File: src/rtl/sha256_block_sequencer_if.sv
// rtl/sha256_block_sequencer_if.sv - block source / round datapath bundle for the SHA-256 sequencer
interface sha256_block_sequencer_if #(
    parameter int IDX_W = 6
);
    logic             start;
    logic             blk_valid;
    logic             blk_last;
    logic             blk_ready;
    logic             dp_load;
    logic             dp_round_en;
    logic [IDX_W-1:0] round_idx;
    logic [255:0]     dp_wv;
    logic [255:0]     h_state;
    logic [255:0]     digest;
    logic             digest_valid;
    logic             busy;

    // Block source plus round datapath side
    modport master (
        output start, blk_valid, blk_last, dp_wv,
        input  blk_ready, dp_load, dp_round_en, round_idx,
        input  h_state, digest, digest_valid, busy
    );

    // Sequencer side
    modport slave (
        input  start, blk_valid, blk_last, dp_wv,
        output blk_ready, dp_load, dp_round_en, round_idx,
        output h_state, digest, digest_valid, busy
    );
endinterface

File: src/rtl/sha256_block_sequencer.sv
// rtl/sha256_block_sequencer.sv - multi-block SHA-256 compression sequencer and chaining state
module sha256_block_sequencer #(
    parameter int           ROUNDS = 64,
    parameter int           IDX_W  = 6,
    parameter logic [255:0] IV     = 256'h6a09e667_bb67ae85_3c6ef372_a54ff53a_510e527f_9b05688c_1f83d9ab_5be0cd19
) (
    input  logic                      clk,
    input  logic                      rst,
    sha256_block_sequencer_if.slave   bus
);
    localparam logic [2:0] S_IDLE     = 3'd0;
    localparam logic [2:0] S_WAIT_BLK = 3'd1;
    localparam logic [2:0] S_ROUND    = 3'd2;
    localparam logic [2:0] S_ADD      = 3'd3;
    localparam logic [2:0] S_DONE     = 3'd4;

    localparam logic [IDX_W-1:0] LAST_IDX = IDX_W'(ROUNDS - 1);

    logic [2:0]       r_state;
    logic [2:0]       w_state_next;
    logic [IDX_W-1:0] r_round_idx;
    logic             r_last;
    logic [255:0]     r_h;
    logic [255:0]     r_digest;
    logic [255:0]     w_h_fold;
    logic             w_blk_ready;
    logic             w_dp_load;
    logic             w_round_end;

    // Handshake and status decode; everything is a function of state so reset clears it at once
    assign w_blk_ready = (r_state == S_WAIT_BLK);
    assign w_dp_load   = bus.blk_valid & w_blk_ready;
    assign w_round_end = (r_state == S_ROUND) && (r_round_idx == LAST_IDX);

    assign bus.blk_ready    = w_blk_ready;
    assign bus.dp_load      = w_dp_load;
    assign bus.dp_round_en  = (r_state == S_ROUND);
    assign bus.round_idx    = r_round_idx;
    assign bus.h_state      = r_h;
    assign bus.digest       = r_digest;
    assign bus.digest_valid = (r_state == S_DONE);
    assign bus.busy         = (r_state != S_IDLE);

    // Per-word fold of working vars into the chaining value; carries never cross word boundaries
    always_comb begin
        w_h_fold = '0;
        for (int i = 0; i < 8; i++) begin
            w_h_fold[i*32 +: 32] = r_h[i*32 +: 32] + bus.dp_wv[i*32 +: 32];
        end
    end

    // Next-state selection; start is only looked at in IDLE so a running message cannot restart
    always_comb begin
        w_state_next = r_state;
        case (r_state)
            S_IDLE:     if (bus.start)  w_state_next = S_WAIT_BLK;
            S_WAIT_BLK: if (w_dp_load)  w_state_next = S_ROUND;
            S_ROUND:    if (w_round_end) w_state_next = S_ADD;
            S_ADD:      w_state_next = r_last ? S_DONE : S_WAIT_BLK;
            S_DONE:     w_state_next = S_IDLE;
            default:    w_state_next = S_IDLE;
        endcase
    end

    // State register
    always_ff @(posedge clk or posedge rst) begin
        if (rst) begin
            r_state <= S_IDLE;
        end else begin
            r_state <= w_state_next;
        end
    end

    // Round counter: counts through ROUND and returns to 0 on the last round so entry always starts at 0
    always_ff @(posedge clk or posedge rst) begin
        if (rst) begin
            r_round_idx <= '0;
        end else if ((r_state == S_ROUND) && !w_round_end) begin
            r_round_idx <= r_round_idx + 1'b1;
        end else begin
            r_round_idx <= '0;
        end
    end

    // Last-block flag captured only on the accepting handshake
    always_ff @(posedge clk or posedge rst) begin
        if (rst) begin
            r_last <= 1'b0;
        end else if (w_dp_load) begin
            r_last <= bus.blk_last;
        end
    end

    // Chaining state: IV on message start, folded sum at the end of every block
    always_ff @(posedge clk or posedge rst) begin
        if (rst) begin
            r_h <= '0;
        end else if ((r_state == S_IDLE) && bus.start) begin
            r_h <= IV;
        end else if (r_state == S_ADD) begin
            r_h <= w_h_fold;
        end
    end

    // Digest takes the final fold directly so it is ready in the DONE cycle and held afterwards
    always_ff @(posedge clk or posedge rst) begin
        if (rst) begin
            r_digest <= '0;
        end else if ((r_state == S_ADD) && r_last) begin
            r_digest <= w_h_fold;
        end
    end
endmodule

File: src/flat_wrapper.sv
// flat-port wrapper written by rule: the top's interface ports become plain ports
module sha256_block_sequencer_flat 
#(
    parameter int           ROUNDS = 64,
    parameter int           IDX_W  = 6,
    parameter logic [255:0] IV     = 256'h6a09e667_bb67ae85_3c6ef372_a54ff53a_510e527f_9b05688c_1f83d9ab_5be0cd19
)
  (clk, rst, bus_start, bus_blk_valid, bus_blk_last, bus_dp_wv, bus_blk_ready, bus_dp_load, bus_dp_round_en, bus_round_idx, bus_h_state, bus_digest, bus_digest_valid, bus_busy);
  sha256_block_sequencer_if #(.IDX_W(IDX_W)) bus_i ();
  input  logic clk;
  input  logic rst;
  input wire logic [$bits(bus_i.start)-1:0] bus_start;
  input wire logic [$bits(bus_i.blk_valid)-1:0] bus_blk_valid;
  input wire logic [$bits(bus_i.blk_last)-1:0] bus_blk_last;
  input wire logic [$bits(bus_i.dp_wv)-1:0] bus_dp_wv;
  output wire logic [$bits(bus_i.blk_ready)-1:0] bus_blk_ready;
  output wire logic [$bits(bus_i.dp_load)-1:0] bus_dp_load;
  output wire logic [$bits(bus_i.dp_round_en)-1:0] bus_dp_round_en;
  output wire logic [$bits(bus_i.round_idx)-1:0] bus_round_idx;
  output wire logic [$bits(bus_i.h_state)-1:0] bus_h_state;
  output wire logic [$bits(bus_i.digest)-1:0] bus_digest;
  output wire logic [$bits(bus_i.digest_valid)-1:0] bus_digest_valid;
  output wire logic [$bits(bus_i.busy)-1:0] bus_busy;
  assign bus_i.start = bus_start;
  assign bus_i.blk_valid = bus_blk_valid;
  assign bus_i.blk_last = bus_blk_last;
  assign bus_i.dp_wv = bus_dp_wv;
  assign bus_blk_ready = bus_i.blk_ready;
  assign bus_dp_load = bus_i.dp_load;
  assign bus_dp_round_en = bus_i.dp_round_en;
  assign bus_round_idx = bus_i.round_idx;
  assign bus_h_state = bus_i.h_state;
  assign bus_digest = bus_i.digest;
  assign bus_digest_valid = bus_i.digest_valid;
  assign bus_busy = bus_i.busy;
  sha256_block_sequencer #(.ROUNDS(ROUNDS), .IDX_W(IDX_W), .IV(IV)) u_core (.clk(clk), .rst(rst), .bus(bus_i));
endmodule
File: config.mk
export PLATFORM = sky130hd
export DESIGN_NAME = sha256_block_sequencer_flat
export DESIGN_NICKNAME = d
export VERILOG_FILES = /design/src/rtl/sha256_block_sequencer_if.sv /design/src/rtl/sha256_block_sequencer.sv /design/src/flat_wrapper.sv
export SDC_FILE = /design/constraint.sdc
export NUM_CORES = 2
export LEC_CHECK = 0
export BUFFER_PORTS_ARGS = -buffer_cell sky130_fd_sc_hd__buf_2
export CAP_MARGIN = 30
export CELL_PAD_IN_SITES_DETAIL_PLACEMENT = 1
export CELL_PAD_IN_SITES_GLOBAL_PLACEMENT = 2
export CORE_UTILIZATION = 32
export DETAILED_ROUTE_END_ITERATION = 10
export GPL_TIMING_DRIVEN = 0
export PLACE_DENSITY = 0.8
export SYNTH_ARGS = -nofsm -noshare
export SYNTH_HDL_FRONTEND = slang
export SYNTH_SLANG_ARGS = --single-unit
File: constraint.sdc
create_clock -name clk -period 21.5 [get_ports clk]
set_input_delay 1.075 -clock clk [delete_from_list [all_inputs] [get_ports clk]]
set_output_delay 1.075 -clock clk [all_outputs]
set_load 0.005 [all_outputs]
**Yosys cells after proc, flatten, opt, wreduce, memory -nomap -nowiden**

Cells that the tools add are included.

- Equality and inequality tests: 8
- Reduce and logical (&&, ||, !) cells: 9
- $add $sub $neg: 9
- Muxes and demuxes: 8
- Bitwise gates (word level): 1

Operators by type and width:

| cell | count |
|---|---|
| 256-bit 2-to-1 mux | 2 |
| 32-bit adder | 8 |
| 3-bit 2-to-1 mux | 4 |
| 3-bit one-hot mux with 4 select lines | 1 |
| 6-bit by 1-bit adder with 6-bit output, second input constant | 1 |
| 3-bit by 2-bit == test with 1-bit output, second input constant | 2 |
| 6-bit == test, second input constant | 1 |
| 6-bit 2-to-1 mux | 1 |
| 1-bit logical AND | 4 |
| 2-bit != test, second input constant | 2 |
| 3-bit by 1-bit == test with 1-bit output, second input constant | 1 |
| 3-bit == test, second input constant | 1 |
| 3-bit zero test | 1 |
| 3-bit AND reduction | 1 |
| 3-bit nonzero test | 1 |
| 2-bit by 1-bit != test with 1-bit output, second input constant | 1 |
| 2-bit nonzero test | 1 |
| 1-bit bitwise AND | 1 |
| 1-bit zero test | 1 |

- Input bits: 261
- Flip-flop bits (word level): 522
- Output and inout port bits: 523

**Logic depth before layout (Yosys ltp)**

- Depth after elaboration: 5
- Depth in mapped cells: 12
- Gate-level depth less buffers: 12

**Worst setup path after synthesis**

No wires, ideal clock.

- Path type: input-to-reg
- Start: in bus_dp_wv[32]
- End: reg u_core.r_digest[60], in the netlist u_core.bus.digest[60]
- Path buffers: 0
- Arrival time: 3.615 ns
- Data required time: 21.367 ns
- Stages: 12
- Setup slack: 17.752 ns
- Path through: ha_1 > fa_1 > a211oi_1 > o21ai_1 > a21oi_1 > a21oi_2 > a311oi_2 > o211a_1 > o21ai_1 > a311oi_2 > xor2_1 > o21ai_0

- Cells in the longest elaborated chain, start to end: 1

Ends and longest elaborated chain:

| element | line | text |
|---|---|---|
| start: declaration | flat_wrapper.sv:15 | `input wire logic [$bits(bus_i.dp_wv)-1:0] bus_dp_wv;` |
| 32-bit adder | sha256_block_sequencer.sv:48 | `w_h_fold[i*32 +: 32] = r_h[i*32 +: 32] + bus.dp_wv[i*32 +: 32];` |
| end signal: assignment | sha256_block_sequencer.sv:110 | `r_digest <= w_h_fold;` |
| end: declaration | sha256_block_sequencer.sv:24 | `logic [255:0] r_digest;` |

No other way between the ends.
A chain may end at the register's enable or synchronous reset.

**Final worst setup path**

- Start: in bus_dp_wv[192]
- End: reg u_core.r_digest[220], in the netlist u_core.bus.digest[220]

The elaborated chain is that of the path after synthesis.

==> flow_summary.ini <==
[status]
status = complete, no violations

[setup_path]
crit_fanout = 4
worst-path-buf-inv = 1
slowest_stage = fa_1
path_class = primary input to flip-flop
reg2reg_slack_ns = 17.69
cp_data_required_time_ns = 21.99
cp_cell_sequence = buf_2 > ha_1 > fa_1 > a21o_1 > a21oi_1 > o211ai_1 > o31ai_2 > o311ai_1 > a41oi_2 > o21ai_1 > a31oi_1 > xor2_1 > o21ai_0
startpoint_type = primary input
cpLargestDelayFamily = compound AO/OA/AOI/OAI gates
critical_path.max_stage_delay_ns = 0.45
crit_arrival_ns = 4.42
worstSetupEndpointType = flip-flop

[pwr]
p_int_mw = 3.32
seqPwrFrac_pct = 28.2
power_density_nw_per_um2 = 155
p_leak_nw = 18.9
vdd_drop_max_v = 0.0000594
combPwrFrac_pct = 51.2
pwr-share-clk_pct = 20.6
switching_share_pct = 45.0
power_switching_mw = 2.72
power.total_mw = 6.04

[synthesis]
synth_edf_count = 0
synth_cell_types = 96
syn-num-nets = 3879
netlist_area_sq_um = 30700
synth_area_per_cell_sq_um = 9.13
async_reset_ff_share_pct = 100
yosysSeqAreaShare_pct = 42.6
synth_flop_cell = dfrtp_1
ys_seq_elements = 522
syn_inst = 3361
yosys_warnings = 0

[placement]
routabilityCongestion = 0.926
dp_hpwl_mm = 108
place_inst = 5424
portBuffers = 783

[sta]
rsz0062_at_grt = false
fmax_mhz = 255
slew_violations = 0
finalSetupViolations = 0
fin_crit_sh_pct = 18.3
worst_pin_slew_ns = 0.996
hold_viol = 0
post-route-min-period_ns = 3.93
slew_headroom_pct = 33.6
skew_ns = 0.0281

[finish]
drive_gt1_share_pct = 22.7
final_util_pct = 41.0
nets = 4748
final_cell_mix = buf_2 (786), dfrtp_1 (522), nand2_1 (500)
nFillCells = 11323
areaGrowthSynthToFinish_pct = 26.9
final_common_cell = buf_2
instances_no_fill = 5565

[global_routing]
grt_first_pass_wirelength_mm = 200
grt_usage_pct = 27.3
grt_max_degree = 125
grt_pass1_vias = 30096
antenna_found_initial = 40
grt-ovfl-total = 0

[drt]
first_pass_iters = 5
drc = 0
drt_first_iter_violations = 1560
vias = 29217
ant_nets = 0
routedWlPerCell_um = 24.2
avgViaCountPerCell = 5.25
routed_wl_mm = 135

[clock_tree]
cts_resized = 0
cts.sinks = 522
insertion_delay_ns = 0.63
hold_buffers = 0
cts-buffers-inserted = 68
clkSlewWorstSetupHoldPaths_ns = 0.06
ctsHtreeMaxLevel = 3
cts_root_buf = clkbuf_16
clock_path_buffers = 3
cts_tree = done
cts_setup_buffers = 0

[floorplanning]
rows = 113
fp.dieW_um = 312
die-area_sq_um = 97200
core_area_sq_um = 95000
io_pins = 784
die_h_um = 312
initial_core_util_pct = 32.3

[min_path]
hold_class = flip-flop to flip-flop

[flow_run]
cap_violations = 0
stage by stage:
stage	hold WS [ns]	setup TNS, ns	setup WS, ns	cell area, sq um
finish	0.464	0	17.57	38900
global route	0.487	0	17.33	38900
CTS	0.472	0	17.63	38900
detailed placement	0.458	0	16.95	36500
global placement	0.456	-744.90	-1.54	36200
floorplan	0.470	0	5.84	30700
final cells by class:
cell class | instances | area (sq um) | share of cell area [%]
Tap cell | 1265 | 1580 | 4.06
Clock inverter | 23 | 340 | 0.874
Clock buffer | 96 | 2030 | 5.22
Antenna cell | 21 | 52.6 | 0.135
Inverter | 64 | 248 | 0.636
Sequential cell | 522 | 13100 | 33.5
Multi-Input combinational cell | 2640 | 16900 | 43.3
Buffer | 135 | 519 | 1.33
Timing Repair Buffer | 799 | 4230 | 10.9
worst register-to-register path, delay by kind of cell (launching register included):
family	cells	cell delay [ns]
compound gates	9	2.37
fa+ha+maj	2	0.69
flops	1	0.41
xor+xnor	1	0.21
cell usage after synthesis, drive strengths merged, types with 22 or more instances:
cell type  instances  area, sq um
nand2            501         1880
a21oi            327         1650
clkbuf           122          458
o211ai            22          170
a21o             123          923
nand2b            27          169
xnor2            113          990
ha               249         3120
nand4             27          169
o21ai            442         2220
and3              31          205
a31oi             36          255
xor2             122         1070
nand3             42          215
inv               64          240
nor2             245          920
o21a              25          188
dfrtp            522        13100
o21bai            32          240
nor3              25          130
sequential cells by signal (all words and copies together) (netlist names):
signal / cells
u_core.r_state: 3
u_core.r_last: 1
u_core.bus.h_state: 256
u_core.bus.digest: 256
u_core.bus.round_idx: 6
cell families after synthesis:
kind of cell               after synthesis  share of synthesized area, %
AOI/OAI and AO/OA                     1138                          22.5
and+or+nand+nor                        995                          14.3
DFF                                    522                          42.6
adders and majority gates              257                          10.7
xor gates and xnor gates               240                          7.07
buffers and inverters                  199                          2.47
muxes                                   10                         0.355
worst paths after layout:
check                                          end                    start  cells past startpoint
setup / recovery            u_core.bus.digest[220]           bus_dp_wv[192]                     13
hold / removal               u_core.bus.digest[96]    u_core.bus.digest[96]                      2
setup reg to reg            u_core.bus.digest[220]  u_core.bus.h_state[192]                     12
hold reg to reg              u_core.bus.digest[96]    u_core.bus.digest[96]                      2
max in group asynchronous  u_core.bus.h_state[138]                      rst                      4
min in group asynchronous   u_core.bus.digest[184]                      rst                      2
routing by layer:
metal	wire [um]	track usage (%)	vias up	part of all wire [%]
li1	-	-	13708	-
met1	58300	34.6	14522	43
met2	63500	44.9	719	47
met3	7720	5.94	240	5.7
met4	5330	11.1	28	4.0
met5	159	0	-	0.12
power groups by stage:
stage / Clock [mW] / Combinational [mW] / Sequential, mW
finish: 1.24 / 3.09 / 1.70
global route: 1.30 / 3.41 / 1.76
detailed placement: 0 / 3.09 / 1.72
CTS: 1.27 / 3.11 / 1.71
global placement: 0 / 3.02 / 1.71
floorplan: 0 / 1.73 / 1.69
Power figures use the tool's default switching activity.
